===== src/rtl/mcs_fpro_bridge.sv =====
// mcs_fpro_bridge: turns the strobe-based processor IO bus into registered single-cycle
// FPro transactions with window decode, programmable read latency and registered read return.
module mcs_fpro_bridge #(
    parameter logic [31:0] BRIDGE_BASE = 32'hC000_0000,
    parameter int          RD_LATENCY  = 0,
    parameter logic [31:0] MISS_DATA   = 32'h0000_0000
) (
    input  logic        clk,
    input  logic        rst,
    input  logic        io_addr_strobe,
    input  logic        io_read_strobe,
    input  logic        io_write_strobe,
    input  logic [3:0]  io_byte_enable,
    input  logic [31:0] io_address,
    input  logic [31:0] io_write_data,
    output logic [31:0] io_read_data,
    output logic        io_ready,
    output logic        fp_mmio_cs,
    output logic        fp_video_cs,
    output logic        fp_wr,
    output logic        fp_rd,
    output logic [20:0] fp_addr,
    output logic [31:0] fp_wr_data,
    input  logic [31:0] mmio_rd_data,
    input  logic [31:0] video_rd_data,
    output logic        miss_err
);
    typedef enum logic [1:0] {IDLE, ACCESS, WAIT, DONE} state_t;
    state_t      r_state, w_next;
    logic [2:0]  r_cnt, w_cnt_next;
    logic        r_is_wr, r_video, r_ready, r_miss;
    logic        r_mmio_cs, r_video_cs, r_fp_wr, r_fp_rd;
    logic [20:0] r_addr;
    logic [31:0] r_wdata, r_rdata;
    logic        w_hit, w_accept, w_miss, w_sample;
    logic        w_unused;
    // Direction is decided by the write strobe alone: both set is a write, neither is a read.
    assign w_unused = ^{io_read_strobe, io_byte_enable, io_address[1:0]};
    assign w_hit    = io_address[31:24] == BRIDGE_BASE[31:24];
    assign w_accept = r_state == IDLE && io_addr_strobe && w_hit;
    assign w_miss   = r_state == IDLE && io_addr_strobe && !w_hit;
    always_comb begin
        w_next     = r_state;
        w_cnt_next = r_cnt;
        w_sample   = 1'b0;
        case (r_state)
            IDLE: if (io_addr_strobe) w_next = w_hit ? ACCESS : DONE;
            ACCESS: begin
                if (r_is_wr || RD_LATENCY == 0) begin
                    w_next   = DONE;
                    w_sample = !r_is_wr;
                end else begin
                    w_next     = WAIT;
                    w_cnt_next = 3'(RD_LATENCY - 1);
                end
            end
            WAIT: begin
                if (r_cnt == 3'd0) begin
                    w_next   = DONE;
                    w_sample = 1'b1;
                end else begin
                    w_cnt_next = r_cnt - 3'd1;
                end
            end
            default: w_next = IDLE;
        endcase
    end
    always_ff @(posedge clk or negedge rst) begin
        if (!rst) begin
            r_state    <= IDLE;
            r_cnt      <= 3'd0;
            r_is_wr    <= 1'b0;
            r_video    <= 1'b0;
            r_ready    <= 1'b0;
            r_miss     <= 1'b0;
            r_mmio_cs  <= 1'b0;
            r_video_cs <= 1'b0;
            r_fp_wr    <= 1'b0;
            r_fp_rd    <= 1'b0;
            r_addr     <= 21'd0;
            r_wdata    <= 32'd0;
            r_rdata    <= 32'd0;
        end else begin
            r_state    <= w_next;
            r_cnt      <= w_cnt_next;
            r_ready    <= w_next == DONE;
            r_miss     <= w_miss;
            r_mmio_cs  <= w_accept && !io_address[23];
            r_video_cs <= w_accept && io_address[23];
            r_fp_wr    <= w_accept && io_write_strobe;
            r_fp_rd    <= w_accept && !io_write_strobe;
            if (w_accept) begin
                r_addr  <= io_address[22:2];
                r_wdata <= io_write_data;
                r_is_wr <= io_write_strobe;
                r_video <= io_address[23];
            end
            if (w_miss) r_rdata <= MISS_DATA;
            else if (w_sample) r_rdata <= r_video ? video_rd_data : mmio_rd_data;
        end
    end
    assign io_read_data = r_rdata;
    assign io_ready     = r_ready;
    assign miss_err     = r_miss;
    assign fp_mmio_cs   = r_mmio_cs;
    assign fp_video_cs  = r_video_cs;
    assign fp_wr        = r_fp_wr;
    assign fp_rd        = r_fp_rd;
    assign fp_addr      = r_addr;
    assign fp_wr_data   = r_wdata;
endmodule


===== config.mk =====
export PLATFORM = sky130hd
export DESIGN_NAME = mcs_fpro_bridge
export DESIGN_NICKNAME = d
export VERILOG_FILES = /design/src/rtl/mcs_fpro_bridge.sv
export SDC_FILE = /design/constraint.sdc
export NUM_CORES = 1
export LEC_CHECK = 0
export ABC_CLOCK_PERIOD_IN_PS = 2400
export CORE_UTILIZATION = 40
export DETAILED_ROUTE_END_ITERATION = 7
export PLACE_DENSITY = 0.9
export SYNTH_ARGS = -nofsm -noshare
export SYNTH_HDL_FRONTEND = slang
export SYNTH_SLANG_ARGS = --single-unit

===== constraint.sdc =====
create_clock -name clk -period 2.4 [get_ports clk]
set_input_delay 0.36 -clock clk [delete_from_list [all_inputs] [get_ports clk]]
set_output_delay 0.36 -clock clk [all_outputs]
set_load 0.05 [all_outputs]

==> impl_metrics.csv, run 1 <==
group,metric,value,unit
run_status,outcome,"complete, no violations",
detailed_routing,drt_iter0_drc,156,
pwr,leakage,3.038,nW
timing,finalClockSkew,20.60,ps
pwr,p_sw_share,43.54,%
logic_synthesis,avgSynthCellArea,13.68,sq um
setup_path,max_stage_delay,440,ps
finish,syn_to_final_growth,59.47,%
setup_path,critPathRequiredTime,2690,ps
logic_synthesis,synthArstFlopShare,100.0,%
detailed_routing,vias_per_cell,5.036,
cts,insertion_delay,360,ps
cts,ctsResizeCount,0,
logic_synthesis,synth_nets,457,
grt,grt_pass1_wl,17680,um
grt,grt_overflow,0,
floorplan,die-area,11150,sq um
finish,final_nets,673,
hold_path,holdCritPathClass,"flip-flop to flip-flop",
finish,utilization,66.04,%
logic_synthesis,synth-seq-cells,98,
pwr,p_per_area,1013,nW/um^2
timing,final.period_utilization,80.49,%
cts,hold_buffers,1,
pwr,peakVddDrop,0.9689,mV
placement,gp_congestion,0.7353,
placement,dp_hpwl,8217,um
timing,fin_crit,1932,ps
logic_synthesis,synth.distinct_cells,26,
finish,stdcell_count,671,
pwr,pwr-share-comb,53.2,%
logic_synthesis,synthFlopType,"dfrtp_1",
timing,fin_ws,468.3,ps
floorplan,dieHeight,105.6,um
grt,antenna_found_initial,0,
timing,fmax,0.5177,GHz
logic_synthesis,ys_top_cells_by_area,"dfrtp_1 57%, mux2_2 13%, o221a_2 8.4%",
pwr,power.total,0.006934,W
cts,cts_tree,"built",
cts,cts_sinks,98,
timing,finalHoldViolCount,0,
cts,post_cts_buffers,0,
cts,cts_max_path_buffers,2,
timing,final_max_slew_viol_count,0,
placement,io_buffer_count,220,
setup_path,cp-start-kind,"flip-flop",
grt,grt.total_usage,20.18,%
setup_path,worstSetupEndpointType,"flip-flop",
floorplan,num_rows,37,
detailed_routing,drc,0,
logic_synthesis,netlist_area,4294,sq um
logic_synthesis,ys_seq_area_share,57.11,%
cts,cts.clk_slew.worst_paths,100,ps
setup_path,cp_data_arrival_time,2220,ps
grt,grt_pass1_vias,3553,
detailed_routing,firstDrtPassIters,4,
setup_path,cp_max_fo,26,
logic_synthesis,syn_inst,314,
placement,dp_slack,332.2,ps
cts,cts_buffers,9,
detailed_routing,vias,3379,
finish,antenna-diode-count,0,
timing,setup_viol_count_final,0,
setup_path,slowest_stage,"dfrtp_1",
setup_path,path_class,"flip-flop to flip-flop",
detailed_routing,wirelength,10990,um
logic_synthesis,synth.largest_area_cell,"dfrtp_1",
cts,cts_root_buf,"clkbuf_8",
floorplan,io_pins,228,
logic_synthesis,yosys_warnings,0,
logic_synthesis,yosysTopAreaCellShare,57.11,%
detailed_routing,wire_per_inst,16.37,um
pwr,p_switching,0.003019,W
timing,relSlewSlack,62.92,%
pwr,intPower,0.003915,W
timing,fin_setup_tns,0,ps
finish,drive_above_1_share,21.87,%
finish,multi_input_area,1700,sq um
floorplan,die_w,105.6,um
floorplan,core_area,10370,sq um
detailed_routing,ant_nets,0,
cts,cts.htree.levels,3,
grt,grt_max_degree,63,
setup_path,path_cells,"inv_1 -> ha_1 -> and3b_1 -> o21a_1 -> buf_4 -> o221a_2",
run,maxCapViolCount,0,
finish,nFillCells,798,
pwr,seqPwrFrac,32.0,%
floorplan,start_util,41.41,%
logic_synthesis,synth_edf_count,0,
timing,rsz0062_at_grt,"no",
timing,tightest_slew,554.5,ps
pwr,p_clk_share,14.8,%
placement,place_inst,654,
finish,seqCellArea,2454,sq um
cell usage after synthesis (2+ instances only):
cell,count
a21oi_1,2
clkbuf_1,10
mux2_4,6
nand2_1,34
ha_1,6
a21o_1,3
buf_2,11
dfrtp_1,98
mux2i_1,33
nor2_1,6
inv_1,9
buf_6,2
o221a_2,32
mux2_2,49
o21ai_0,2
sequential cells by signal (all words and copies together) (netlist names):
name	cells
fp_mmio_cs	1
fp_wr_data	32
r_is_wr	1
miss_err	1
fp_addr	21
r_video	1
io_read_data	32
fp_video_cs	1
r_state	2
fp_rd	1
io_ready	1
r_cnt	3
fp_wr	1
power by group through the flow:
stage | Sequential [W] | Combinational [W] | Clock [W]
2_1_floorplan | 0.00332 | 0.00136 | 0
3_3_place_gp | 0.00223 | 0.00359 | 0
3_5_place_dp | 0.00224 | 0.00371 | 0
4_1_cts | 0.00222 | 0.00371 | 0.00106
5_1_grt | 0.00226 | 0.00389 | 0.00112
6_report | 0.00222 | 0.00369 | 0.00103
final timing paths:
check	cells past startpoint	startpoint	slack, ps	to
setup reg to reg	6	r_state[0]	470	io_read_data[19]
setup / recovery	6	r_state[0]	470	io_read_data[19]
hold reg to reg	1	r_cnt[0]	480	r_cnt[0]
max in group asynchronous	3	rst	1160	r_video
hold / removal	1	r_cnt[0]	480	r_cnt[0]
min in group asynchronous	2	rst	540	io_read_data[8]
critical path: cells and delay by family (launching register included):
| kind | cells | cell delay [ps] |
|---|---|---|
| AOI/OAI and AO/OA | 2 | 530 |
| buffers and inverters | 2 | 440 |
| and+or+nand+nor | 1 | 230 |
| DFF | 1 | 440 |
| adders and majority gates | 1 | 210 |
layer usage:
layer / routed length, um / vias up / track usage (%)
li1: - / 1567 / -
met1: 4431 / 1640 / 23.05
met2: 5606 / 152 / 36.98
met3: 716 / 20 / 4.576
met4: 233 / 0 / 6.944
met5: 0 / - / 0
logic make-up (layout without fill, tap and decap cells):
logic type,count (synthesis),in the layout,synth area share [%]
AO/OA/AOI/OAI,42,42,9.907
XOR/XNOR,1,1,0.2040
adder cells (fa/ha/maj),6,6,1.748
buffers and inverters,33,254,3.555
flip-flops,98,98,57.11
multiplexers,88,88,22.64
AND/OR/NAND/NOR,46,46,4.837
cells in the final DEF, fill, tap and decap left out, types with 2 or more instances in the layout:
cell type and instances:
a21o_1 3, a21oi_1 2, buf_12 2, buf_4 7, clkbuf_8 9, clkdlybuf4s50_1 219, clkinvlp_4 2, dfrtp_1 97
ha_1 6, inv_1 9, inv_8 2, mux2_2 49, mux2_4 6, mux2i_1 33, nand2_1 34, nor2_1 5
o21ai_0 2, o221a_2 32
stage by stage:
stage	cell area, sq um	hold slack, ps
6_report	6848	478.1
3_5_place_dp	6643	347.3
2_1_floorplan	4294	64.41
5_1_grt	6848	517.8
3_3_place_gp	6643	338.7
4_1_cts	6848	482.3
layout make-up:
type	instances	share of cell area, %
clock buffers	9	1.809
clock inverters	7	1.041
inverters	9	0.4933
multi-input cells	183	24.83
flip-flops and latches	98	35.83
well taps	136	2.485
repair buffers	229	33.51
Power figures use the tool's default switching activity.
==> inputs of run 2 (changes only) <==
- ABC_CLOCK_PERIOD_IN_PS: 2400 -> 1950
- clock period: 2.4 -> 1.95 ns (I/O delays scaled with it)
==> impl_metrics.csv, run 2 (same netlist as run 1, synthesis figures left out) <==
group,metric,value,unit
grt,grt_max_degree,37,
pwr,leakage,3.075,nW
timing,fin_crit,1849,ps
hold_path,holdCritPathClass,"primary input to async pin",
cts,ctsResizeCount,0,
setup_path,r2r_cells,6,
finish,utilization,66.67,%
finish,final_nets,678,
setup_path,rrSetupSlack,150,ps
grt,grt.total_usage,20.64,%
setup_path,slowest_stage,"clkdlybuf4s50_1",
pwr,p_per_area,1248,nW/um^2
setup_path,r2r_end,"io_read_data[1]",
setup_path,critPathRequiredTime,1660,ps
pwr,p_clk_share,14.2,%
detailed_routing,wire_per_inst,16.80,um
finish,antenna-diode-count,0,
timing,tightest_slew,551.1,ps
finish,syn_to_final_growth,61.01,%
grt,grt_pass1_wl,17940,um
cts,cts_root_buf,"clkbuf_8",
run_status,outcome,"complete, no violations",
setup_path,max_stage_delay,810,ps
detailed_routing,ant_nets,0,
finish,drive_above_1_share,22.59,%
cts,cts.clk_slew.worst_paths,100,ps
setup_path,cpLargestDelayFamily,"buffers and inverters",
cts,post_cts_buffers,0,
floorplan,dieHeight,105.6,um
placement,io_buffer_count,220,
setup_path,cp-start-kind,"flip-flop",
cts,cts.htree.levels,3,
cts,cts_buffers,9,
pwr,p_switching,0.003686,W
timing,fmax,0.5407,GHz
cts,cts_tree,"built",
pwr,p_sw_share,42.73,%
timing,final_max_slew_viol_count,0,
detailed_routing,drt_iter0_drc,140,
finish,final_cell_mix,"219 x clkdlybuf4s50_1, 97 x dfrtp_1, 49 x mux2_2",
setup_path,cp_data_arrival_time,1560,ps
setup_path,worstSetupEndpointType,"output pin",
timing,setup_viol_count_final,0,
detailed_routing,wirelength,11360,um
timing,hold_ws,402.1,ps
grt,grt_overflow,0,
cts,insertion_delay,350,ps
floorplan,die-area,11150,sq um
timing,rsz0062_at_grt,"no",
placement,dp_hpwl,8685,um
floorplan,core_area,10370,sq um
floorplan,num_rows,37,
floorplan,start_util,41.41,%
timing,final.period_utilization,94.85,%
setup_path,critPathBufInv,1,
pwr,seqPwrFrac,31.7,%
timing,relSlewSlack,63.15,%
floorplan,io_pins,228,
timing,finalClockSkew,15.25,ps
cts,cts_max_path_buffers,2,
detailed_routing,firstDrtPassIters,4,
pwr,intPower,0.004941,W
setup_path,path_cells,"clkdlybuf4s50_1",
detailed_routing,vias_per_cell,5.059,
pwr,pwr-share-comb,54.1,%
floorplan,die_w,105.6,um
cts,hold_buffers,1,
placement,gp_congestion,0.7429,
grt,antenna_found_initial,0,
pwr,peakVddDrop,0.8288,mV
cts,cts_sinks,98,
detailed_routing,vias,3420,
finish,nFillCells,768,
grt,grt_pass1_vias,3653,
finish,final_common_cell,"clkdlybuf4s50_1",
setup_path,cp_max_fo,2,
setup_path,path_class,"flip-flop to output pin",
setup_path,worstReg2RegStart,"r_state[0]",
run,maxCapViolCount,0,
detailed_routing,drc,0,
timing,finalHoldViolCount,0,
run 2: how the worst max path moves through the flow:
stage / from / end / slack [ps] / cells after the start
floorplan: r_state[0] / io_read_data[11] / 280 / 6
global placement: io_address[25] / fp_addr[8] / -70 / 6
detailed placement: io_address[25] / fp_wr_data[9] / -120 / 6
CTS: io_read_data[25] / io_read_data[25] / 70 / 1
global route: fp_wr_data[17] / fp_wr_data[17] / 40 / 1
finish: fp_wr_data[22] / fp_wr_data[22] / 100 / 1
run 2: area by class of cell:
| cell class | count | area (sq um) | area share (%) |
|---|---|---|---|
| Sequential cell | 98 | 2454 | 35.49 |
| Timing Repair Buffer | 234 | 2370 | 34.27 |
| Inverter | 9 | 33.78 | 0.4886 |
| Tap cell | 136 | 170.2 | 2.461 |
| Clock inverter | 6 | 48.80 | 0.7058 |
| Clock buffer | 10 | 137.6 | 1.991 |
| Multi-Input combinational cell | 183 | 1700 | 24.59 |
run 2: power by group through the flow:
stage | sequential (W) | clock [W] | combinational (W)
2_1_floorplan | 0.00409 | 0 | 0.00167
3_3_place_gp | 0.00275 | 0 | 0.00458
3_5_place_dp | 0.00275 | 0 | 0.00472
4_1_cts | 0.00273 | 0.00127 | 0.00472
5_1_grt | 0.00277 | 0.00135 | 0.00495
6_report | 0.00273 | 0.00123 | 0.00467
run 2: routing by layer:
layer | global-route usage [%] | part of all wire (%)
met1 | 23.05 | 39
met2 | 37.45 | 52
met3 | 5.380 | 6.7
met4 | 8.036 | 2.0
met5 | 0 | 0
run 2: metrics by stage:
step,power (W),instance area [sq um],setup TNS [ps],worst slack (ps),std cells
finish,0.008627,6914,0,100.5,676
global route,0.009071,6914,0,38.12,676
CTS,0.008717,6914,0,74.00,676
detailed placement,0.007470,6718,-3379,-122.9,659
global placement,0.007333,6718,-1996,-68.27,659
floorplan,0.005759,4294,0,279.9,314
